**config.mk**
```make
export PLATFORM = sky130hd
export DESIGN_NAME = hwpe_top_wrap_pipe
export DESIGN_NICKNAME = d
export VERILOG_FILES = /design/src/rtl/hwpe_wrap_pipe_package.sv /design/src/rtl/hwpe_tcdm_req_slice.sv /design/src/rtl/hwpe_top.sv /design/src/rtl/hwpe_top_wrap_pipe.sv
export SDC_FILE = /design/constraint.sdc
export NUM_CORES = 2
export LEC_CHECK = 0
export CAP_MARGIN = 25
export CORE_AREA = 2 2 325 327
export CTS_CLUSTER_DIAMETER = 40
export DETAILED_ROUTE_END_ITERATION = 8
export DIE_AREA = 0 0 327 329
export PLACE_DENSITY = 0.72
export SLEW_MARGIN = 30
export SYNTH_ARGS = -nofsm -noshare
export SYNTH_HDL_FRONTEND = slang
export SYNTH_HIERARCHICAL = 1
export SYNTH_SLANG_ARGS = --single-unit
```
**constraint.sdc**
```tcl
create_clock -name clk -period 3.6 [get_ports clk]
set_clock_uncertainty 0.15 [all_clocks]
set_input_delay 0.72 -clock clk [delete_from_list [all_inputs] [get_ports clk]]
set_output_delay 0.72 -clock clk [all_outputs]
set_load 0.005 [all_outputs]
```
**src/rtl/hwpe_wrap_pipe_package.sv**
```systemverilog
// Shared TCDM request payload, bus widths and peripheral register map for the pipelined HWPE wrapper.
package hwpe_wrap_pipe_package;

  localparam int unsigned TCDM_AW       = 32;
  localparam int unsigned TCDM_DW       = 32;
  localparam int unsigned TCDM_BEW      = TCDM_DW / 8;
  localparam int unsigned REGFILE_N_EVT = 2;

  typedef struct packed {
    logic [TCDM_AW-1:0]  add;
    logic                wen;
    logic [TCDM_BEW-1:0] be;
    logic [TCDM_DW-1:0]  data;
  } tcdm_req_t;

  localparam logic [31:0] REG_BASE    = 32'h00;
  localparam logic [31:0] REG_COUNT   = 32'h04;
  localparam logic [31:0] REG_CTRL    = 32'h08;
  localparam logic [31:0] REG_SEED    = 32'h0C;
  localparam logic [31:0] REG_TRIGGER = 32'h10;
  localparam logic [31:0] REG_RDATA   = 32'h14;

  function automatic logic [31:0] be_merge(input logic [31:0] old_v, input logic [31:0] new_v,
                                           input logic [3:0] be);
    logic [31:0] res;
    for (int b = 0; b < 4; b++) res[8*b +: 8] = be[b] ? new_v[8*b +: 8] : old_v[8*b +: 8];
    return res;
  endfunction

endpackage

```
**src/rtl/hwpe_tcdm_req_slice.sv**
```systemverilog
// Per-port TCDM request stage: optional 2-entry skid buffer plus read-response credit limiter.
// One cycle latency when buffered (zero otherwise); requests held while credits are exhausted.
module hwpe_tcdm_req_slice
  import hwpe_wrap_pipe_package::*;
#(
  parameter int unsigned MAX_OUTSTANDING = 4,
  parameter bit          SLICE_EN        = 1'b1
) (
  input  logic      clk,
  input  logic      rst_n,
  input  logic      in_req,
  output logic      in_gnt,
  input  tcdm_req_t in_pl,
  output logic      out_req,
  input  logic      out_gnt,
  output tcdm_req_t out_pl,
  input  logic      r_valid,
  input  logic      err_clr,
  output logic      err,
  output logic      busy
);

  localparam int unsigned CW = $clog2(MAX_OUTSTANDING + 1);

  logic [CW-1:0] credit_q;
  logic          credit_ok, rd_issue, rsp_take;

  // a response landing this cycle frees the slot the new read will take
  assign credit_ok = (credit_q != CW'(MAX_OUTSTANDING)) || r_valid;
  assign rd_issue  = out_req && out_gnt && out_pl.wen;
  assign rsp_take  = r_valid && (credit_q != '0);

  always_ff @(posedge clk or negedge rst_n) begin
    if (!rst_n) begin
      credit_q <= '0;
      err      <= 1'b0;
    end else begin
      if (rd_issue && !rsp_take)      credit_q <= credit_q + CW'(1);
      else if (!rd_issue && rsp_take) credit_q <= credit_q - CW'(1);
      if (err_clr)                             err <= 1'b0;
      else if (r_valid && credit_q == '0)      err <= 1'b1;
    end
  end

  if (SLICE_EN) begin : g_skid
    logic [1:0] cnt_q;
    tcdm_req_t  head_q, tail_q;
    logic       push, pop;

    assign in_gnt  = cnt_q < 2'd2;
    assign out_req = (cnt_q != 2'd0) && credit_ok;
    assign out_pl  = head_q;
    assign push    = in_req && in_gnt;
    assign pop     = out_req && out_gnt;
    assign busy    = (cnt_q != 2'd0) || (credit_q != '0);

    always_ff @(posedge clk or negedge rst_n) begin
      if (!rst_n) begin
        cnt_q  <= '0;
        head_q <= '0;
        tail_q <= '0;
      end else begin
        case ({push, pop})
          2'b10: begin
            if (cnt_q == 2'd0) head_q <= in_pl;
            else               tail_q <= in_pl;
            cnt_q <= cnt_q + 2'd1;
          end
          2'b01: begin
            head_q <= tail_q;
            tail_q <= '0;
            cnt_q  <= cnt_q - 2'd1;
          end
          // only reachable with one entry, since a full buffer withholds in_gnt
          2'b11:   head_q <= in_pl;
          default: ;
        endcase
      end
    end
  end else begin : g_pass
    assign out_req = in_req && credit_ok;
    assign in_gnt  = out_gnt && credit_ok;
    assign out_pl  = in_pl;
    assign busy    = credit_q != '0;
  end

endmodule

```
**src/rtl/hwpe_top.sv**
```systemverilog
// Streaming engine: peripheral register file configures a job of COUNT accesses on one TCDM port.
// Peripheral is always granted and answers one cycle later; the job stalls on per-port grant.
module hwpe_top
  import hwpe_wrap_pipe_package::*;
#(
  parameter int unsigned N_CORES       = 2,
  parameter int unsigned ID_WIDTH      = 16,
  parameter int unsigned DATA_WIDTH    = 32,
  parameter int unsigned NB_TCDM_PORTS = 4
) (
  input  logic                                     clk,
  input  logic                                     rst_n,
  output logic [N_CORES-1:0][REGFILE_N_EVT-1:0]    evt,
  output logic [NB_TCDM_PORTS-1:0]                 tcdm_req,
  input  logic [NB_TCDM_PORTS-1:0]                 tcdm_gnt,
  output tcdm_req_t                                tcdm_pl,
  input  logic [NB_TCDM_PORTS-1:0][TCDM_DW-1:0]    tcdm_r_data,
  input  logic [NB_TCDM_PORTS-1:0]                 tcdm_r_valid,
  input  logic                                     periph_req,
  output logic                                     periph_gnt,
  input  logic [31:0]                              periph_add,
  input  logic                                     periph_wen,
  input  logic [3:0]                               periph_be,
  input  logic [DATA_WIDTH-1:0]                    periph_data,
  input  logic [ID_WIDTH-1:0]                      periph_id,
  output logic [DATA_WIDTH-1:0]                    periph_r_data,
  output logic                                     periph_r_valid,
  output logic [ID_WIDTH-1:0]                      periph_r_id
);

  typedef enum logic {IDLE, RUN} state_t;

  state_t      state;
  logic [31:0] base_q, count_q, seed_q, rdata_q, job_q;
  logic [4:0]  ctrl_q;
  logic [31:0] wdata, rd_mux, rsp_data;
  logic        granted, wr_hit;

  assign periph_gnt = 1'b1;
  assign wdata      = 32'(periph_data);
  assign wr_hit     = periph_req && !periph_wen;
  assign granted    = |(tcdm_req & tcdm_gnt);

  // ctrl_q[3:0] selects the port, ctrl_q[4] marks the job as reads
  assign tcdm_req     = (state == RUN) ? (NB_TCDM_PORTS'(1) << ctrl_q[3:0]) : '0;
  assign tcdm_pl.add  = base_q + (job_q << 2);
  assign tcdm_pl.wen  = ctrl_q[4];
  assign tcdm_pl.be   = '1;
  assign tcdm_pl.data = seed_q + job_q;

  always_comb begin
    rsp_data = '0;
    for (int p = 0; p < NB_TCDM_PORTS; p++) if (tcdm_r_valid[p]) rsp_data = rsp_data | tcdm_r_data[p];
  end

  always_comb begin
    rd_mux = '0;
    case (periph_add)
      REG_BASE:    rd_mux = base_q;
      REG_COUNT:   rd_mux = count_q;
      REG_CTRL:    rd_mux = {27'b0, ctrl_q};
      REG_SEED:    rd_mux = seed_q;
      REG_TRIGGER: rd_mux = {31'b0, state == RUN};
      REG_RDATA:   rd_mux = rdata_q;
      default:     rd_mux = '0;
    endcase
  end

  always_ff @(posedge clk or negedge rst_n) begin
    if (!rst_n) begin
      state          <= IDLE;
      base_q         <= '0;
      count_q        <= '0;
      ctrl_q         <= '0;
      seed_q         <= '0;
      rdata_q        <= '0;
      job_q          <= '0;
      evt            <= '0;
      periph_r_valid <= 1'b0;
      periph_r_id    <= '0;
      periph_r_data  <= '0;
    end else begin
      periph_r_valid <= periph_req;
      periph_r_id    <= periph_id;
      periph_r_data  <= DATA_WIDTH'(periph_wen ? rd_mux : 32'h0);
      evt            <= '0;
      if (|tcdm_r_valid) rdata_q <= rsp_data;
      if (wr_hit) begin
        case (periph_add)
          REG_BASE:  base_q  <= be_merge(base_q, wdata, periph_be);
          REG_COUNT: count_q <= be_merge(count_q, wdata, periph_be);
          REG_CTRL:  ctrl_q  <= wdata[4:0];
          REG_SEED:  seed_q  <= be_merge(seed_q, wdata, periph_be);
          default:   ;
        endcase
      end
      case (state)
        IDLE: if (wr_hit && periph_add == REG_TRIGGER && count_q != '0) begin
          state <= RUN;
          job_q <= '0;
        end
        RUN: if (granted) begin
          if (job_q == count_q - 32'd1) begin
            state <= IDLE;
            evt   <= {N_CORES{REGFILE_N_EVT'(1)}};
          end else begin
            job_q <= job_q + 32'd1;
          end
        end
        default: state <= IDLE;
      endcase
    end
  end

endmodule

```
**src/rtl/hwpe_top_wrap_pipe.sv**
```systemverilog
// HWPE wrapper: engine peripheral mapped straight through, each TCDM port behind a request slice.
// Requests see one cycle of latency with SLICE_EN=1; TCDM backpressure and credits stall the engine.
module hwpe_top_wrap_pipe
  import hwpe_wrap_pipe_package::*;
#(
  parameter int unsigned N_CORES         = 2,
  parameter int unsigned ID_WIDTH        = 16,
  parameter int unsigned DATA_WIDTH      = 32,
  parameter int unsigned NB_TCDM_PORTS   = 4,
  parameter int unsigned MAX_OUTSTANDING = 4,
  parameter bit          SLICE_EN        = 1'b1
) (
  input  logic                                  clk,
  input  logic                                  rst_n,
  output logic [N_CORES-1:0][REGFILE_N_EVT-1:0] evt,
  output logic [NB_TCDM_PORTS-1:0]              tcdm_req,
  input  logic [NB_TCDM_PORTS-1:0]              tcdm_gnt,
  output logic [NB_TCDM_PORTS-1:0][31:0]        tcdm_add,
  output logic [NB_TCDM_PORTS-1:0]              tcdm_wen,
  output logic [NB_TCDM_PORTS-1:0][3:0]         tcdm_be,
  output logic [NB_TCDM_PORTS-1:0][31:0]        tcdm_data,
  input  logic [NB_TCDM_PORTS-1:0][31:0]        tcdm_r_data,
  input  logic [NB_TCDM_PORTS-1:0]              tcdm_r_valid,
  input  logic                                  periph_req,
  output logic                                  periph_gnt,
  input  logic [31:0]                           periph_add,
  input  logic                                  periph_wen,
  input  logic [3:0]                            periph_be,
  input  logic [DATA_WIDTH-1:0]                 periph_data,
  input  logic [ID_WIDTH-1:0]                   periph_id,
  output logic [DATA_WIDTH-1:0]                 periph_r_data,
  output logic                                  periph_r_valid,
  output logic [ID_WIDTH-1:0]                   periph_r_id,
  output logic                                  busy,
  output logic [NB_TCDM_PORTS-1:0]              err_unexp_rvalid,
  input  logic                                  err_clr
);

  logic [NB_TCDM_PORTS-1:0] int_req, int_gnt, slice_busy;
  tcdm_req_t                int_pl;
  tcdm_req_t [NB_TCDM_PORTS-1:0] out_pl;

  hwpe_top #(
    .N_CORES(N_CORES), .ID_WIDTH(ID_WIDTH), .DATA_WIDTH(DATA_WIDTH), .NB_TCDM_PORTS(NB_TCDM_PORTS)
  ) u_engine (
    .clk(clk), .rst_n(rst_n), .evt(evt),
    .tcdm_req(int_req), .tcdm_gnt(int_gnt), .tcdm_pl(int_pl),
    .tcdm_r_data(tcdm_r_data), .tcdm_r_valid(tcdm_r_valid),
    .periph_req(periph_req), .periph_gnt(periph_gnt), .periph_add(periph_add),
    .periph_wen(periph_wen), .periph_be(periph_be), .periph_data(periph_data),
    .periph_id(periph_id), .periph_r_data(periph_r_data), .periph_r_valid(periph_r_valid),
    .periph_r_id(periph_r_id)
  );

  for (genvar i = 0; i < NB_TCDM_PORTS; i++) begin : g_port
    hwpe_tcdm_req_slice #(.MAX_OUTSTANDING(MAX_OUTSTANDING), .SLICE_EN(SLICE_EN)) u_slice (
      .clk(clk), .rst_n(rst_n),
      .in_req(int_req[i]), .in_gnt(int_gnt[i]), .in_pl(int_pl),
      .out_req(tcdm_req[i]), .out_gnt(tcdm_gnt[i]), .out_pl(out_pl[i]),
      .r_valid(tcdm_r_valid[i]), .err_clr(err_clr), .err(err_unexp_rvalid[i]),
      .busy(slice_busy[i])
    );
    assign tcdm_add[i]  = out_pl[i].add;
    assign tcdm_wen[i]  = out_pl[i].wen;
    assign tcdm_be[i]   = out_pl[i].be;
    assign tcdm_data[i] = out_pl[i].data;
  end

  assign busy = |slice_busy;

endmodule

```
After elaboration in Yosys (flattened, before gate mapping). Cells that the tools add are included.

Eq/ne operators: 33. Shift-type cells: 1. Div/mod/pow operators: 0. Multiply operators: 0. Add/subtract/negate cells: 20. $lt $le $gt $ge: 4. Bitwise operators: 5. Reduce and logical (&&, ||, !) cells: 111. Multiplexer cells: 54.

Operator list (number): 69-bit case mux with 3 select lines (4); 69-bit 2-to-1 mux (8); 69-bit case mux with 2 select lines (4); 32-bit 2-to-1 mux (8); 32-bit case mux with 6 select lines (1); 32-bit bitwise OR (3); 32-bit adder (2); 32-bit by 4-bit == test with 1-bit output (second input constant) (2); 32-bit by 5-bit == test with 1-bit output (second input constant) (2); 32-bit case mux with 2 select lines (1); 3-bit AND reduction (13); 1-bit logical AND (35); 32-bit by 1-bit adder with 32-bit output (second input constant) (1); 32-bit by 3-bit == test with 1-bit output (second input constant) (1); 32-bit == test (1); 32-bit logical NOT (1); 2-bit nonzero test (16); 32-bit nonzero test (1); 32-bit by 1-bit subtractor with 32-bit output (second input constant) (1); 3-bit 2-to-1 mux (9); 3-bit nonzero test (8); 2-bit AND reduction (9); 2-bit == test (second input constant) (8); 2-bit case mux with 2 select lines (4); 20 further kinds (85).

Bits in read-only memories: 0. Memories: 0. RAM bits: 0. Bits of input ports: 225. Word-level logic and storage cells: 293. Bits in latches: 0. Flip-flop bits (word level): 795. Output and inout port bits: 339.

Depth between registers and ports, before layout.
Depth in word-level cells: 9. Mapped depth: 14. Mapped depth without buffers: 14.

By module. Netlist, hierarchy kept.

By module, submodules not included: hwpe_tcdm_req_slice (sequential area each 3603.5 um2, instances 4, cells each 644, area each 6776.5 um2); hwpe_top (sequential area each 5405.2 um2, instances 1, cells each 1459, area each 14173.6 um2); hwpe_top_wrap_pipe (sequential area each 0.0 um2, instances 1, cells each 1, area each 7.5 um2).

Worst setup path after synthesis. Ideal clock, no wire load.

Path kind: register -> register. From: register u_engine.job_q[0]. To: register g_port[0].u_slice.g_skid.head_q, in the netlist g_port[0].u_slice/out_pl[28]. Data required time: 3367 ps. Arrival: 3301 ps. Library setup time: 83 ps. Setup slack: 66 ps. Period minus slack after synthesis: 3534 ps. Stages on the path, launching flop included: 15. Path buffers: 0. Cells stage by stage: dfrtp_1 -> ha_1 -> inv_1 -> fa_1 -> nor2b_1 -> o31a_1 -> a41oi_1 -> o21ai_0 -> a21oi_1 -> o31a_1 -> o211ai_1 -> o21ai_0 -> xnor2_1 -> mux2i_1 -> o21ai_0.

RTL lines: from (decl) (RTL line hwpe_top.sv:34) `logic [31:0] base_q, count_q, seed_q, rdata_q, job_q;`; from (signal assigned) (RTL line hwpe_top.sv:107) `job_q <= job_q + 32'd1;`; to (signal assigned) (RTL line hwpe_tcdm_req_slice.sv:65) `if (cnt_q == 2'd0) head_q <= in_pl;`; to (signal assigned) (RTL line hwpe_tcdm_req_slice.sv:70) `head_q <= tail_q;`; to (signal assigned) (RTL line hwpe_tcdm_req_slice.sv:75) `2'b11: head_q <= in_pl;`; to (decl) (RTL line hwpe_tcdm_req_slice.sv:47) `tcdm_req_t head_q, tail_q;`.

==> insert_results.sql <==
INSERT INTO impl_metrics (metric_group, metric, value, unit) VALUES
('synthesis', 'dominantRegCellSynth', 'sky130_fd_sc_hd__dfrtp_1', ''),
('synthesis', 'synth.cell_area', '41300', 'sq um'),
('pwr', 'internal_power', '19.8', 'mW'),
('die', 'die_height', '329', 'microns'),
('pwr', 'static-leakage-power', '25.6', 'nW'),
('clock_tree', 'tritoncts_clock_tree', 'built', ''),
('synthesis', 'synth.yosys.seq_area_share', '48.0', '%'),
('synthesis', 'netlist_instances', '4036', ''),
('clock_tree', 'tritoncts.num_buffers', '117', ''),
('timing', 'final_min_period_over_clock_period', '99.9', '%'),
('pwr', 'clkPwrFrac', '41.8', '%'),
('clock_tree', 'clock_insertion_delay_worst_skew', '0.73', 'ns'),
('global_routing', 'grt_pass1_vias', '33862', ''),
('global_routing', 'grt_first_pass_wirelength', '219', 'mm'),
('run', 'timing.max_cap.violations', '0', ''),
('timing', 'setup_viol_count_final', '0', ''),
('pwr', 'switching_share', '31.1', '%'),
('detailed_routing', 'routed_wire_length_per_instance', '23.8', 'microns'),
('synthesis', 'yosys.cell_types.count', '80', ''),
('synthesis', 'syn-mean-instance-area', '10.2', 'sq um'),
('layout', 'multi_input_area', '20600', 'sq um'),
('timing', 'holdWs', '0.287', 'ns'),
('timing', 'timing.fmax', '0.278', 'GHz'),
('detailed_routing', 'drt-vias-per-instance', '5.65', ''),
('worst_setup_path', 'crit_path_start_kind', 'flop', ''),
('place', 'finalWeightedCongestion', '0.951', ''),
('detailed_routing', 'drt_drc_violations_left', '0', ''),
('synthesis', 'yosys_register_bits', '792', ''),
('timing', 'worst_slew_pin_slew', '0.982', 'ns'),
('hold_path', 'worstHoldPathType', 'in -> reg', ''),
('place', 'io_buffer_count', '560', ''),
('die', 'placement_rows', '119', ''),
('clock_tree', 'clock_sink_count', '792', ''),
('worst_setup_path', 'worst-endpoint-arrival', '4.03', 'ns'),
('pwr', 'seq_power_share', '36.5', '%'),
('layout', 'finish.utilization', '52.7', '%'),
('synthesis', 'yosysTopAreaCellShare', '48.0', '%'),
('detailed_routing', 'ant_nets', '0', ''),
('worst_setup_path', 'critical_path_peak_fanout', '8', ''),
('global_routing', 'grt_start_max_net_pins', '153', ''),
('pwr', 'comb_power_share', '21.7', '%'),
('pwr', 'power.density', '522', 'nW/um^2'),
('die', 'core-area', '104000', 'sq um'),
('synthesis', 'count_of_flip_flops_with_a_built_in_enable_after_synthesis', '0', ''),
('status', 'run_status', 'finished, final reports clean', ''),
('place', 'placed_area', '50400', 'sq um'),
('pwr', 'ir_drop', '0.420', 'mV'),
('layout', 'syn2layout_area_growth', '33.1', '%'),
('timing', 'layout_setup_ws', '0.00223', 'ns'),
('global_routing', 'grt_antenna_before_repair', '7', ''),
('synthesis', 'netlist.top_cell.by_area', 'sky130_fd_sc_hd__dfrtp_1', ''),
('detailed_routing', 'dr_iter_0_viols', '3430', ''),
('die', 'initial_core_utilization', '39.6', '%'),
('worst_setup_path', 'cp.required', '4.03', 'ns'),
('detailed_routing', 'vias', '35111', ''),
('clock_tree', 'cts_root_buffer', 'sky130_fd_sc_hd__clkbuf_16', ''),
('clock_tree', 'cts_htree_levels', '3', ''),
('die', 'ios', '564', ''),
('clock_tree', 'clk_transition_reported_paths', '0.06', 'ns'),
('detailed_routing', 'drt_wl_total', '148', 'mm'),
('layout', 'final_area', '55000', 'sq um'),
('global_routing', 'globalRoute.totalOverflow', '0', ''),
('clock_tree', 'cts-root-to-sink-buffers', '3', ''),
('timing', 'number_of_slew_limit_violations_in_the_final_report', '0', ''),
('synthesis', 'netlist_top_cells_area', 'sky130_fd_sc_hd__dfrtp_1 48%, sky130_fd_sc_hd__mux2i_1 14%, sky130_fd_sc_hd__o21ai_0 7.2%', ''),
('layout', 'num-nets-final', '5031', ''),
('global_routing', 'grt_use_total', '26.8', '%'),
('timing', 'timing.slew.headroom', '34.5', '%'),
('die', 'fp.dieW', '327', 'microns'),
('timing', 'hold_viol', '0', ''),
('pwr', 'switching_power', '8.93', 'mW');
[critical path: stages (launching register included)]
cell and delay, ns:
sky130_fd_sc_hd__dfrtp_2 0.43, sky130_fd_sc_hd__ha_4 0.25, sky130_fd_sc_hd__a211o_4 0.36, sky130_fd_sc_hd__a211o_1 0.32
sky130_fd_sc_hd__a2111oi_4 0.29, sky130_fd_sc_hd__buf_4 0.18, sky130_fd_sc_hd__o2111ai_2 0.11, sky130_fd_sc_hd__nand2_1 0.13
sky130_fd_sc_hd__o21ai_2 0.08, sky130_fd_sc_hd__o41a_1 0.36, sky130_fd_sc_hd__a31o_4 0.27, sky130_fd_sc_hd__xnor2_4 0.14
sky130_fd_sc_hd__buf_12 0.17, sky130_fd_sc_hd__mux2i_1 0.14, sky130_fd_sc_hd__o21ai_1 0.07
[layout by cell type (no fill, tap or decap), types with 12 or more instances in the layout]
master,netlist,final
sky130_fd_sc_hd__dfrtp_1,792,791
sky130_fd_sc_hd__mux2i_1,580,580
sky130_fd_sc_hd__o21ai_0,597,571
sky130_fd_sc_hd__clkdlybuf4s50_1,0,559
sky130_fd_sc_hd__nand2_1,384,384
sky130_fd_sc_hd__o21ai_1,277,298
sky130_fd_sc_hd__buf_4,32,227
sky130_fd_sc_hd__nor2_1,145,142
sky130_fd_sc_hd__mux2_2,141,141
sky130_fd_sc_hd__clkbuf_16,0,117
sky130_fd_sc_hd__a22oi_1,70,70
sky130_fd_sc_hd__ha_1,79,66
sky130_fd_sc_hd__a21oi_1,68,63
sky130_fd_sc_hd__xnor2_1,71,57
sky130_fd_sc_hd__buf_12,0,56
sky130_fd_sc_hd__nor3_1,47,46
sky130_fd_sc_hd__inv_1,43,43
sky130_fd_sc_hd__a31oi_1,37,37
sky130_fd_sc_hd__xor2_1,38,36
sky130_fd_sc_hd__nand2b_1,39,35
sky130_fd_sc_hd__nand3_1,35,34
sky130_fd_sc_hd__a222oi_1,27,27
sky130_fd_sc_hd__and3_1,25,25
sky130_fd_sc_hd__a21o_1,25,25
sky130_fd_sc_hd__inv_6,0,19
sky130_fd_sc_hd__nor4_1,18,18
sky130_fd_sc_hd__clkinvlp_4,0,17
sky130_fd_sc_hd__nor2b_1,16,15
sky130_fd_sc_hd__clkinv_4,0,13
sky130_fd_sc_hd__bufinv_16,0,13
sky130_fd_sc_hd__or3_1,13,12
sky130_fd_sc_hd__xnor2_2,0,12
[final timing paths]
check,start,end,slack (ns),cells after the start
worst max-delay path,u_engine/job_q[1],g_port[3].u_slice/g_skid.tail_q[68],0.002,14
worst min-delay path,periph_id[1],u_engine/periph_r_id[1],0.29,1
worst max register to register,u_engine/job_q[1],g_port[3].u_slice/g_skid.tail_q[68],0.002,14
worst min register to register,g_port[2].u_slice/credit_q[2],g_port[2].u_slice/credit_q[2],0.34,1
max in group asynchronous,rst_n,g_port[2].u_slice/g_skid.tail_q[17],1.80,3
min in group asynchronous,rst_n,u_engine/periph_r_id[15],0.34,2
[metrics by stage]
stage               cells  setup TNS, ns
global route         6217          -1.01
CTS                  6206              0
global placement     5982         -12.69
finish               6218              0
detailed placement   5982         -18.48
floorplan            4041              0
[power groups by stage]
| stage | Combinational [mW] | Clock (mW) | Sequential (mW) |
|---|---|---|---|
| 6_report | 6.23 | 12.0 | 10.5 |
| 2_1_floorplan | 2.98 | 0 | 10.3 |
| 3_3_place_gp | 6.15 | 0 | 10.6 |
| 5_1_grt | 6.67 | 12.6 | 10.5 |
| 3_5_place_dp | 6.23 | 0 | 10.6 |
| 4_1_cts | 6.26 | 12.2 | 10.5 |
[per-layer routing]
metal  share of wire, %  vias up  GRT usage (%)
li1                   -    15984              -
met5                  0        -              0
met2                 47     1418           43.5
met3                7.8      255           5.31
met1                 42    17454           35.5
met4                3.8        0           10.2
[Yosys cell counts (12+ instances only)]
cell,count
sky130_fd_sc_hd__nor2b_1,16
sky130_fd_sc_hd__xor2_1,38
sky130_fd_sc_hd__nor3_1,47
sky130_fd_sc_hd__nor2_1,145
sky130_fd_sc_hd__ha_1,79
sky130_fd_sc_hd__buf_2,66
sky130_fd_sc_hd__nand3_1,35
sky130_fd_sc_hd__clkbuf_1,184
sky130_fd_sc_hd__a222oi_1,27
sky130_fd_sc_hd__and3_1,25
sky130_fd_sc_hd__mux2_2,141
sky130_fd_sc_hd__nand2b_1,39
sky130_fd_sc_hd__o21ai_1,277
sky130_fd_sc_hd__a21oi_1,68
sky130_fd_sc_hd__nand2_1,384
sky130_fd_sc_hd__mux2i_1,580
sky130_fd_sc_hd__inv_1,43
sky130_fd_sc_hd__or3_1,13
sky130_fd_sc_hd__o21ai_0,597
sky130_fd_sc_hd__a22oi_1,70
sky130_fd_sc_hd__a31oi_1,37
sky130_fd_sc_hd__o21a_1,12
sky130_fd_sc_hd__dfrtp_1,792
sky130_fd_sc_hd__a21o_1,25
sky130_fd_sc_hd__xnor2_1,71
sky130_fd_sc_hd__buf_4,32
sky130_fd_sc_hd__nor4_1,18
[repair_timing]
action | in CTS | in global routing
buffers inserted | 3 | 9
setup endpoints to repair | 61 | 141
gates resized for setup | 27 | 55
hold buffers | 1 | 0
pin swaps | 5 | 26
endpoints found under the hold margin | 19 | 0
[logic make-up after synthesis]
kind of cell    Yosys count  share of synthesized area, %
compound gates         1206                          16.6
xor+xnor                109                          2.31
fa+ha+maj                85                          2.69
buf+inv                 329                          3.55
flops                   792                          48.0
mux                     721                          17.9
other cells               2                        0.0182
simple gates            792                          8.95
[flip-flops by register name, summed over array words and instances, names as in the netlist]
register	cells
g_port.u_slice/credit_q	12
g_port.u_slice/err	4
g_port.u_slice/g_skid.cnt_q	8
g_port.u_slice/g_skid.tail_q	276
g_port.u_slice/out_pl	276
u_engine/base_q	32
u_engine/count_q	32
u_engine/ctrl_q	5
u_engine/evt	1
u_engine/job_q	32
u_engine/periph_r_data	32
u_engine/periph_r_id	16
u_engine/periph_r_valid	1
u_engine/rdata_q	32
u_engine/seed_q	32
u_engine/state	1
[layout make-up]
| cell class | instances | area share (%) |
|---|---|---|
| Antenna cell | 4 | 0.0182 |
| Clock buffer | 130 | 5.56 |
| Clock inverter | 91 | 2.04 |
| Inverter | 43 | 0.294 |
| Multi-Input combinational cell | 2920 | 37.4 |
| Sequential cell | 792 | 36.1 |
| Tap cell | 1391 | 3.17 |
| Timing Repair Buffer | 847 | 15.4 |
No activity file was read; power rests on OpenSTA's default activity.
